$ cat src/rtl/stream_byte_serialiser.sv
`default_nettype none
// ============================================================================
//  Module   : stream_byte_serialiser
//  Purpose  : Buffers the 16-bit sample stream in a FIFO and frames it into
//             bytes for the UART transmit path. Each sample is sent MSB first,
//             then LSB. A sync header byte precedes the first sample of every
//             frame of FRAME_LEN samples. Upstream has no backpressure, so
//             samples arriving while the FIFO is full are dropped. Drops are
//             counted and flagged for the register file.
//
//  Ports    :
//    ipClk           in   1    system clock
//    ipReset         in   1    asynchronous, active-high reset
//    ipEnable        in   1    serialisation enable
//    ipStream        in   16   sample from the stream stage
//    ipValid         in   1    single-cycle qualifier for ipStream
//    ipClearOverflow in   1    pulse; clears opOverflow / opDropCount
//    opTxData        out  8    byte to transmitter
//    opTxValid       out  1    opTxData valid
//    ipTxReady       in   1    transmitter accepts byte this cycle
//    opFIFO_Level    out  LW   samples currently stored, 0..DEPTH
//    opOverflow      out  1    sticky drop flag
//    opDropCount     out  16   saturating dropped-sample count
//
//  Revision : 1.0  initial release
// ============================================================================
module stream_byte_serialiser #(
    parameter int           DEPTH     = 16,
    parameter int           FRAME_LEN = 8,
    parameter logic [7:0]   HEADER    = 8'h55,
    parameter int           LW        = $clog2(DEPTH) + 1
) (
    input  logic            ipClk,
    input  logic            ipReset,
    input  logic            ipEnable,
    input  logic [15:0]     ipStream,
    input  logic            ipValid,
    input  logic            ipClearOverflow,
    output logic [7:0]      opTxData,
    output logic            opTxValid,
    input  logic            ipTxReady,
    output logic [LW-1:0]   opFIFO_Level,
    output logic            opOverflow,
    output logic [15:0]     opDropCount
);

    // Address width of the storage array. The pointers carry one extra
    // wrap bit so that full and empty can be told apart.
    localparam int AW  = LW - 1;
    // Frame counter width. FRAME_LEN of 1 still needs a one-bit counter.
    localparam int FCW = (FRAME_LEN > 1) ? $clog2(FRAME_LEN) : 1;

    localparam logic [FCW-1:0] c_FC_LAST = FCW'(FRAME_LEN - 1);

    typedef enum logic [1:0] {
        S_IDLE = 2'd0,
        S_HDR  = 2'd1,
        S_MSB  = 2'd2,
        S_LSB  = 2'd3
    } state_t;

    // ------------------------------------------------------------------------
    // FIFO storage and pointers
    // ------------------------------------------------------------------------
    logic [15:0]    r_mem [DEPTH];
    logic [LW-1:0]  r_wr_ptr;
    logic [LW-1:0]  r_rd_ptr;

    logic [LW-1:0]  w_level;
    logic           w_empty;
    logic           w_full;
    logic           w_push;
    logic           w_drop;
    logic           w_pop;
    logic           w_xfer;
    logic [15:0]    w_head;

    // ------------------------------------------------------------------------
    // Framing state
    // ------------------------------------------------------------------------
    state_t         r_state;
    logic [15:0]    r_hold;
    logic [FCW-1:0] r_frame_cnt;
    logic [FCW-1:0] w_fc_next;

    // Pointer difference is the occupancy. The extra wrap bit keeps the
    // subtraction correct across the modulo-DEPTH address wrap.
    assign w_level = r_wr_ptr - r_rd_ptr;
    assign w_empty = (r_wr_ptr == r_rd_ptr);
    // Full: same address, opposite wrap bit.
    assign w_full  = (r_wr_ptr[LW-1] != r_rd_ptr[LW-1]) &&
                     (r_wr_ptr[AW-1:0] == r_rd_ptr[AW-1:0]);

    assign w_head  = r_mem[r_rd_ptr[AW-1:0]];

    // Fullness comes from registered state only. A pop in the same cycle
    // does not make room for an incoming sample, so that sample is dropped.
    assign w_push  = ipValid & ~w_full;
    assign w_drop  = ipValid &  w_full;

    assign w_xfer  = opTxValid & ipTxReady;

    // Pop from IDLE, or back-to-back on the LSB transfer so that sustained
    // traffic has no idle bubble between samples.
    assign w_pop   = ipEnable & ~w_empty &
                     ((r_state == S_IDLE) | ((r_state == S_LSB) & w_xfer));

    assign w_fc_next = (r_frame_cnt == c_FC_LAST) ? '0 : r_frame_cnt + FCW'(1);

    assign opFIFO_Level = w_level;

    // Storage array has no reset. Its contents are only reachable through
    // the pointers, and reset forces the pointers to empty.
    always_ff @(posedge ipClk) begin
        if (w_push) begin
            r_mem[r_wr_ptr[AW-1:0]] <= ipStream;
        end
    end

    always_ff @(posedge ipClk or posedge ipReset) begin
        if (ipReset) begin
            r_wr_ptr <= '0;
            r_rd_ptr <= '0;
        end else begin
            if (w_push) begin
                r_wr_ptr <= r_wr_ptr + LW'(1);
            end
            if (w_pop) begin
                r_rd_ptr <= r_rd_ptr + LW'(1);
            end
        end
    end

    // ------------------------------------------------------------------------
    // Overflow flag and saturating drop counter. A clear and a drop in the
    // same cycle leave exactly one drop recorded.
    // ------------------------------------------------------------------------
    always_ff @(posedge ipClk or posedge ipReset) begin
        if (ipReset) begin
            opOverflow  <= 1'b0;
            opDropCount <= '0;
        end else if (ipClearOverflow) begin
            opOverflow  <= w_drop;
            opDropCount <= w_drop ? 16'd1 : 16'd0;
        end else if (w_drop) begin
            opOverflow <= 1'b1;
            if (opDropCount != 16'hFFFF) begin
                opDropCount <= opDropCount + 16'd1;
            end
        end
    end

    // ------------------------------------------------------------------------
    // Byte framing FSM. The outputs are registered and loaded on the edge
    // that enters each state. While the transmitter stalls, the state does
    // not advance, so data and valid hold stable.
    // ------------------------------------------------------------------------
    always_ff @(posedge ipClk or posedge ipReset) begin
        if (ipReset) begin
            r_state     <= S_IDLE;
            r_hold      <= '0;
            r_frame_cnt <= '0;
            opTxData    <= '0;
            opTxValid   <= 1'b0;
        end else begin
            case (r_state)
                S_IDLE: begin
                    if (w_pop) begin
                        r_hold    <= w_head;
                        opTxValid <= 1'b1;
                        if (r_frame_cnt == '0) begin
                            r_state  <= S_HDR;
                            opTxData <= HEADER;
                        end else begin
                            r_state  <= S_MSB;
                            opTxData <= w_head[15:8];
                        end
                    end
                end

                S_HDR: begin
                    if (ipTxReady) begin
                        r_state  <= S_MSB;
                        opTxData <= r_hold[15:8];
                    end
                end

                S_MSB: begin
                    if (ipTxReady) begin
                        r_state  <= S_LSB;
                        opTxData <= r_hold[7:0];
                    end
                end

                S_LSB: begin
                    if (ipTxReady) begin
                        r_frame_cnt <= w_fc_next;
                        if (w_pop) begin
                            // Chain straight into the next sample. The header
                            // decision uses the counter value after this
                            // sample completes.
                            r_hold <= w_head;
                            if (w_fc_next == '0) begin
                                r_state  <= S_HDR;
                                opTxData <= HEADER;
                            end else begin
                                r_state  <= S_MSB;
                                opTxData <= w_head[15:8];
                            end
                        end else begin
                            r_state   <= S_IDLE;
                            opTxValid <= 1'b0;
                        end
                    end
                end

                default: begin
                    r_state   <= S_IDLE;
                    opTxValid <= 1'b0;
                end
            endcase
        end
    end

endmodule
`default_nettype wire

$ cat config.mk
export PLATFORM = sky130hd
export DESIGN_NAME = stream_byte_serialiser
export DESIGN_NICKNAME = d
export VERILOG_FILES = /design/src/rtl/stream_byte_serialiser.sv
export SDC_FILE = /design/constraint.sdc
export NUM_CORES = 1
export LEC_CHECK = 0
export CORE_MARGIN = 4
export CORE_UTILIZATION = 60
export CTS_CLUSTER_SIZE = 8
export DETAILED_ROUTE_END_ITERATION = 10
export GPL_ROUTABILITY_DRIVEN = 0
export GPL_TIMING_DRIVEN = 1
export PLACE_DENSITY = 0.8
export SYNTH_ARGS = -nofsm -noshare
export SYNTH_HDL_FRONTEND = slang
export SYNTH_SLANG_ARGS = --single-unit
$ cat constraint.sdc
create_clock -name ipClk -period 5.41 [get_ports ipClk]
set_input_delay 0.8115 -clock ipClk [delete_from_list [all_inputs] [get_ports ipClk]]
set_output_delay 0.8115 -clock ipClk [all_outputs]
set_load 0.005 [all_outputs]
After elaboration in Yosys (flattened, before gate mapping)
Memories as Yosys holds them, arrays and structs flattened.
Cells that the tools add are included.
- register bits: 57
- RAM bits: 256
- input bits: 22
- output and inout bits: 31
- logic and storage cells: 83
- memories: 1
- add/sub/neg operators: 5
- eq/ne operators: 14
- mux-type cells: 32
- bitwise gates (word level): 9
- reduce and logical (&&, ||, !) cells: 13
- memory list (memory ; words ; width ; rd ports ; clocked after memory_dff ; wr ports ; RTL line ; text):
    r_mem ; 16 ; 16 ; 1 ; 0 ; 1 ; 65 ; logic [15:0] r_mem [DEPTH];
- operators with widths (cell ; count):
    2-to-1 mux 16 bit ; 5
    2-to-1 mux 8 bit ; 7
    case mux 16 bit (2 select lines) ; 1
    case mux 8 bit (4 select lines) ; 1
    adder 16 x 1 -> 16 bit (second input constant) ; 1
    inequality test 16 bit (second input constant) ; 1
    2-to-1 mux 2 bit ; 7
    inequality test 2 bit (second input constant) ; 6
    adder 5 x 1 -> 5 bit (second input constant) ; 2
    2-to-1 mux 1 bit ; 8
    case mux 2 bit (4 select lines) ; 1
    AND reduction 4 bit ; 2
    bitwise AND 1 bit ; 6
    zero test 3 bit ; 2
    AND reduction 2 bit ; 3
    nonzero test 2 bit ; 3
    == test 5 bit ; 1
    AND reduction 5 bit ; 1
    subtractor 5 bit ; 1
    == test 2 bit (second input constant) ; 2
    == test 4 bit ; 1
    adder 3 x 1 -> 3 bit (second input constant) ; 1
    == test 3 bit (second input constant) ; 1
    2-to-1 mux 3 bit ; 1
    other kinds (7) ; 8

Longest topological paths before layout
- depth after elaboration: 7
- depth in mapped cells: 13

Least setup slack after synthesis
No wires, ideal clock.
- kind: register to register
- start: register r_rd_ptr[3]
- end: memory r_mem[3][0], enable pin
- data arrival time: 3.426 ns
- required time: 5.001 ns
- slack: 1.575 ns
- cell stages (with the launch flop): 11
- buffers on the path: 4
- cells stage by stage: dfrtp_1 -> buf_6 -> buf_12 -> buf_2 -> inv_2 -> buf_2 -> ha_1 -> and4_1 -> a21boi_1 -> nand2_1 -> nor3_1
- cells in the longest elaborated chain, start to end: 6
- RTL lines (item ; RTL line ; text):
    from (decl) ; 67 ; logic [LW-1:0] r_rd_ptr;
    from (signal assigned) ; 129 ; r_rd_ptr <= r_rd_ptr + LW'(1);
    == test 4 bit ; 92 ; (r_wr_ptr[AW-1:0] == r_rd_ptr[AW-1:0]);
    logical AND 1 bit ; 91 ; assign w_full = (r_wr_ptr[LW-1] != r_rd_ptr[LW-1]) &&
    inverter 1 bit ; 98 ; assign w_push = ipValid & ~w_full;
    bitwise AND 1 bit ; 98 ;
    2-to-1 mux 1 bit ; 115 ; if (w_push) begin
    2-to-1 mux 1 bit (not written as such) ; 116 ; r_mem[r_wr_ptr[AW-1:0]] <= ipStream;
    to (decl) ; 65 ;
Every way passes these cells.

Final worst setup path
- start: register r_rd_ptr[1]
- end: output opFIFO_Level[4]
- cells in the longest elaborated chain, start to end: 1
- RTL lines (item ; RTL line ; text):
    subtractor 5 bit ; 88 ; assign w_level = r_wr_ptr - r_rd_ptr;
    to (decl) ; 42 ; output logic [LW-1:0] opFIFO_Level,
Every way passes these cells.

==> run_summary.xml <==
<?xml version="1.0" encoding="UTF-8"?>
<metrics>
  <group name="cells_and_area">
    <metric name="postLayoutCoreUtil" unit="%">71.39</metric>
    <metric name="finish.cell_count_without_fillers" unit="">1132</metric>
    <metric name="most_used_cells_in_the_layout_excluding_fill_and_tap_cells" unit="">edfxtp_1 (256), mux4_2 (55), dfrtp_1 (55)</metric>
    <metric name="area_growth" unit="%">16.32</metric>
    <metric name="antenna-diode-count" unit="">0</metric>
    <metric name="post-route-cell-area" unit="sq um">15050</metric>
    <metric name="design.final.nets" unit="">878</metric>
    <metric name="nFillCells" unit="">1246</metric>
    <metric name="commonest_non_fill_non_tap_cell_in_the_layout" unit="">edfxtp_1</metric>
    <metric name="drive_gt1_share" unit="%">18.55</metric>
  </group>
  <group name="floorplanning">
    <metric name="die_w" unit="um">154.9</metric>
    <metric name="placementRows" unit="">53</metric>
    <metric name="design.die.area" unit="sq um">23980</metric>
    <metric name="die_y" unit="um">154.9</metric>
    <metric name="io_pins" unit="">53</metric>
    <metric name="core_region_area" unit="sq um">21090</metric>
    <metric name="floorplan.initialDensity" unit="%">61.37</metric>
  </group>
  <group name="synth">
    <metric name="postSynthCellCount" unit="">755</metric>
    <metric name="yosys_warnings" unit="">0</metric>
    <metric name="synth_sequential_area_ratio" unit="%">70.42</metric>
    <metric name="syn_area_per_cell" unit="sq um">17.14</metric>
    <metric name="synth-seq-cells" unit="">313</metric>
    <metric name="post_synth_num_cell_types" unit="">57</metric>
    <metric name="synth.cell_area" unit="sq um">12940</metric>
    <metric name="yosys_most_used_dff" unit="">edfxtp_1</metric>
    <metric name="postSynth.asyncResetShare" unit="%">18.21</metric>
    <metric name="synth_nets" unit="">792</metric>
    <metric name="synth_enable_flop_cells" unit="">256</metric>
  </group>
  <group name="sta">
    <metric name="worst_slew_pin_slew" unit="ns">1.224</metric>
    <metric name="report.final.hold_viol_count" unit="">0</metric>
    <metric name="finalSetupViolations" unit="">0</metric>
    <metric name="unrepaired_setup_endpoints_after_global_routing" unit="">no</metric>
    <metric name="fmax" unit="GHz">0.2487</metric>
    <metric name="max-slew-margin-rel" unit="%">18.33</metric>
    <metric name="post-route-worst-setup-slack" unit="ns">1.389</metric>
    <metric name="final.setup.tns" unit="ns">0</metric>
    <metric name="layout_worst_path_cycle_share" unit="%">74.32</metric>
    <metric name="clock-skew-final" unit="ns">0.01145</metric>
    <metric name="slew_violations" unit="">0</metric>
    <metric name="period_needed" unit="ns">4.021</metric>
  </group>
  <group name="clocking">
    <metric name="clock_input_transition_at_the_sequential_cells_of_the_worst_setup_and_hold_paths" unit="ns">0.05</metric>
    <metric name="post-cts-setup-buffer-count" unit="">0</metric>
    <metric name="post_cts.resized_instances" unit="">0</metric>
    <metric name="clkSinkCount" unit="">313</metric>
    <metric name="worstSkewPairLatency" unit="ns">0.53</metric>
    <metric name="cts_hold_buffers" unit="">0</metric>
    <metric name="htree_levels" unit="">2</metric>
    <metric name="ctsRootBufferMaster" unit="">clkbuf_16</metric>
    <metric name="number_of_buffers_added_by_the_clock_tree_synthesis_step" unit="">45</metric>
    <metric name="cts_tree" unit="">built</metric>
    <metric name="cts_max_path_buffers" unit="">3</metric>
  </group>
  <group name="power_and_ir_drop">
    <metric name="power_density" unit="nW/um^2">547.5</metric>
    <metric name="clkPwrFrac" unit="%">30.3</metric>
    <metric name="worst_ir_drop_vdd" unit="mV">0.3100</metric>
    <metric name="sw_frac_of_total" unit="%">31.30</metric>
    <metric name="power.share.combinational" unit="%">31.1</metric>
    <metric name="seq_power_share" unit="%">38.6</metric>
    <metric name="internal_power" unit="W">0.005662</metric>
    <metric name="net_switching_power" unit="W">0.002580</metric>
    <metric name="p_leak" unit="nW">5.257</metric>
  </group>
  <group name="placed_design">
    <metric name="dp_slack" unit="ns">1.519</metric>
    <metric name="place.detailed.instances" unit="">1069</metric>
    <metric name="place.detailed.hpwl" unit="um">18070</metric>
    <metric name="port-buffer-count" unit="">52</metric>
    <metric name="dpl-instance-area" unit="sq um">13810</metric>
  </group>
  <group name="global_route">
    <metric name="antenna_violations_before_repair" unit="">0</metric>
    <metric name="pin_count_of_the_biggest_net_entering_global_routing" unit="">67</metric>
    <metric name="grt_usage" unit="%">25.77</metric>
    <metric name="first_global_vias" unit="">7505</metric>
    <metric name="grt_first_pass_wirelength" unit="um">46320</metric>
    <metric name="overflow" unit="">0</metric>
  </group>
  <group name="routing">
    <metric name="postRouteWirelength" unit="um">30110</metric>
    <metric name="drcViolationCount" unit="">0</metric>
    <metric name="routed_wire_length_per_instance" unit="um">26.60</metric>
    <metric name="viasPerCell" unit="">6.572</metric>
    <metric name="drt_pre_antenna_iters" unit="">5</metric>
    <metric name="dr_total_vias" unit="">7440</metric>
    <metric name="drt_first_iter_violations" unit="">750</metric>
    <metric name="ant_nets" unit="">0</metric>
  </group>
  <group name="setup_path">
    <metric name="timing.critical_path.from_type" unit="">flop</metric>
    <metric name="critical_path.startpoint" unit="">r_rd_ptr[1]</metric>
    <metric name="critical_path.max_fanout" unit="">66</metric>
    <metric name="critPathKind" unit="">flop to output port</metric>
    <metric name="endpoint_kind" unit="">output port</metric>
    <metric name="setup.reg_to_reg.worst_slack" unit="ns">1.46</metric>
    <metric name="timing.rr.start" unit="">r_rd_ptr[2]</metric>
    <metric name="crit_path_dat" unit="ns">3.21</metric>
    <metric name="r2r_end" unit="">r_mem[15][5]</metric>
    <metric name="worst-r2r-cell-count" unit="">8</metric>
    <metric name="critical_path_required" unit="ns">4.60</metric>
  </group>
  <group name="worst_hold_path">
    <metric name="hold_path_startpoint" unit="">r_hold[4]</metric>
    <metric name="worstHoldPathCells" unit="">2</metric>
    <metric name="hold_critical_path_endpoint" unit="">r_hold[4]</metric>
    <metric name="timing.hold.worst.class" unit="">flop to flop</metric>
  </group>
  <group name="flow_run">
    <metric name="maxCapViolCount" unit="">0</metric>
  </group>
  <group name="outcome">
    <metric name="outcome" unit="">completed</metric>
  </group>
</metrics>
-- state kept, by name (all words and copies together), names as in the netlist --
signal,flops
opDropCount,16
opOverflow,1
opTxData,8
opTxValid,1
r_frame_cnt,3
r_hold,16
r_mem,256
r_rd_ptr,5
r_state,2
r_wr_ptr,5
-- synth_stat cells, types with 4 or more instances --
cell type,n,area (sq um)
edfxtp_1,256,7687
dfrtp_1,57,1426
mux4_2,55,1239
nand2_1,53,198.9
mux2i_1,43,430.4
nor2_1,28,105.1
a21oi_1,23,115.1
o21ai_0,20,100.1
inv_1,18,67.56
buf_2,17,85.08
mux2_2,16,180.2
ha_1,14,175.2
nand3_1,10,50.05
xnor2_1,10,87.58
clkbuf_1,8,30.03
nand2b_1,8,50.05
nor3_1,8,40.04
nand4_1,7,43.79
o31ai_1,7,52.55
or3_1,7,43.79
or4_1,7,52.55
a31oi_1,6,37.54
nor2b_1,6,37.54
a21o_1,5,37.54
a221oi_1,5,43.79
buf_4,5,37.54
a22oi_1,4,30.03
and3_1,4,25.02
buf_1,4,15.01
o21a_1,4,30.03
o22ai_1,4,25.02
-- through the flow --
stage                     hold slack (ns)  power, W
after global routing               0.4934  0.008583
after detailed placement           0.4627  0.005718
after CTS                          0.4748  0.008265
after global placement             0.4657  0.005604
after floorplan                    0.4459  0.004864
final                              0.4732  0.008242
-- power by group through the flow --
stage / logic [W] / clock network (W) / registers (W)
2_1_floorplan: 0.00175 / 0 / 0.00312
3_3_place_gp: 0.00242 / 0 / 0.00318
3_5_place_dp: 0.00251 / 0 / 0.00321
4_1_cts: 0.00257 / 0.00252 / 0.00318
5_1_grt: 0.00274 / 0.00264 / 0.00320
6_report: 0.00256 / 0.00250 / 0.00318
-- worst max-delay path, cell delays in order (launching register included) --
cell and delay, ns:
dfrtp_2 0.35, buf_4 0.74, fa_1 0.38, inv_1 0.05
a21o_1 0.17, a21oi_1 0.17, xor2_1 0.21, clkdlybuf4s50_1 0.53
-- logic make-up (layout without fill, tap and decap cells) --
| logic type | count (synthesis) | after routing | share of synthesized area (%) |
|---|---|---|---|
| AO/OA/AOI/OAI | 97 | 97 | 5.105 |
| XOR/XNOR | 13 | 13 | 0.9378 |
| adder cells (fa/ha/maj) | 15 | 15 | 1.508 |
| buffers and inverters | 55 | 157 | 2.088 |
| flip-flops | 313 | 313 | 70.42 |
| multiplexers | 116 | 116 | 14.46 |
| AND/OR/NAND/NOR | 146 | 146 | 5.482 |
-- area by class of cell --
type,instances,area (sq um),share of cell area (%)
flip-flops and latches,313,9116,60.56
multi-input cells,387,3581,23.79
clock buffers,60,1204,7.995
repair buffers,75,693.2,4.604
well taps,275,344.1,2.286
inverters,19,71.32,0.4737
clock inverters,3,45.04,0.2992
-- how the worst max path moves through the flow --
stage / cells past startpoint / end / slack, ns
floorplan: 10 / r_mem[3][0] / 1.57
global placement: 8 / r_mem[15][11] / 1.68
detailed placement: 8 / r_mem[15][13] / 1.52
CTS: 7 / opFIFO_Level[4] / 1.34
global route: 7 / opFIFO_Level[4] / 1.21
finish: 7 / opFIFO_Level[4] / 1.39
-- per-layer routing --
layer | track usage [%] | share of wire, % | vias to the layer above
met1 | 36.52 | 39 | 3809
met2 | 41.04 | 49 | 427
li1 | - | - | 3127
met3 | 5.313 | 8.4 | 77
met4 | 8.326 | 3.0 | 0
met5 | 0 | 0 | -
Power figures use the tool's default switching activity.
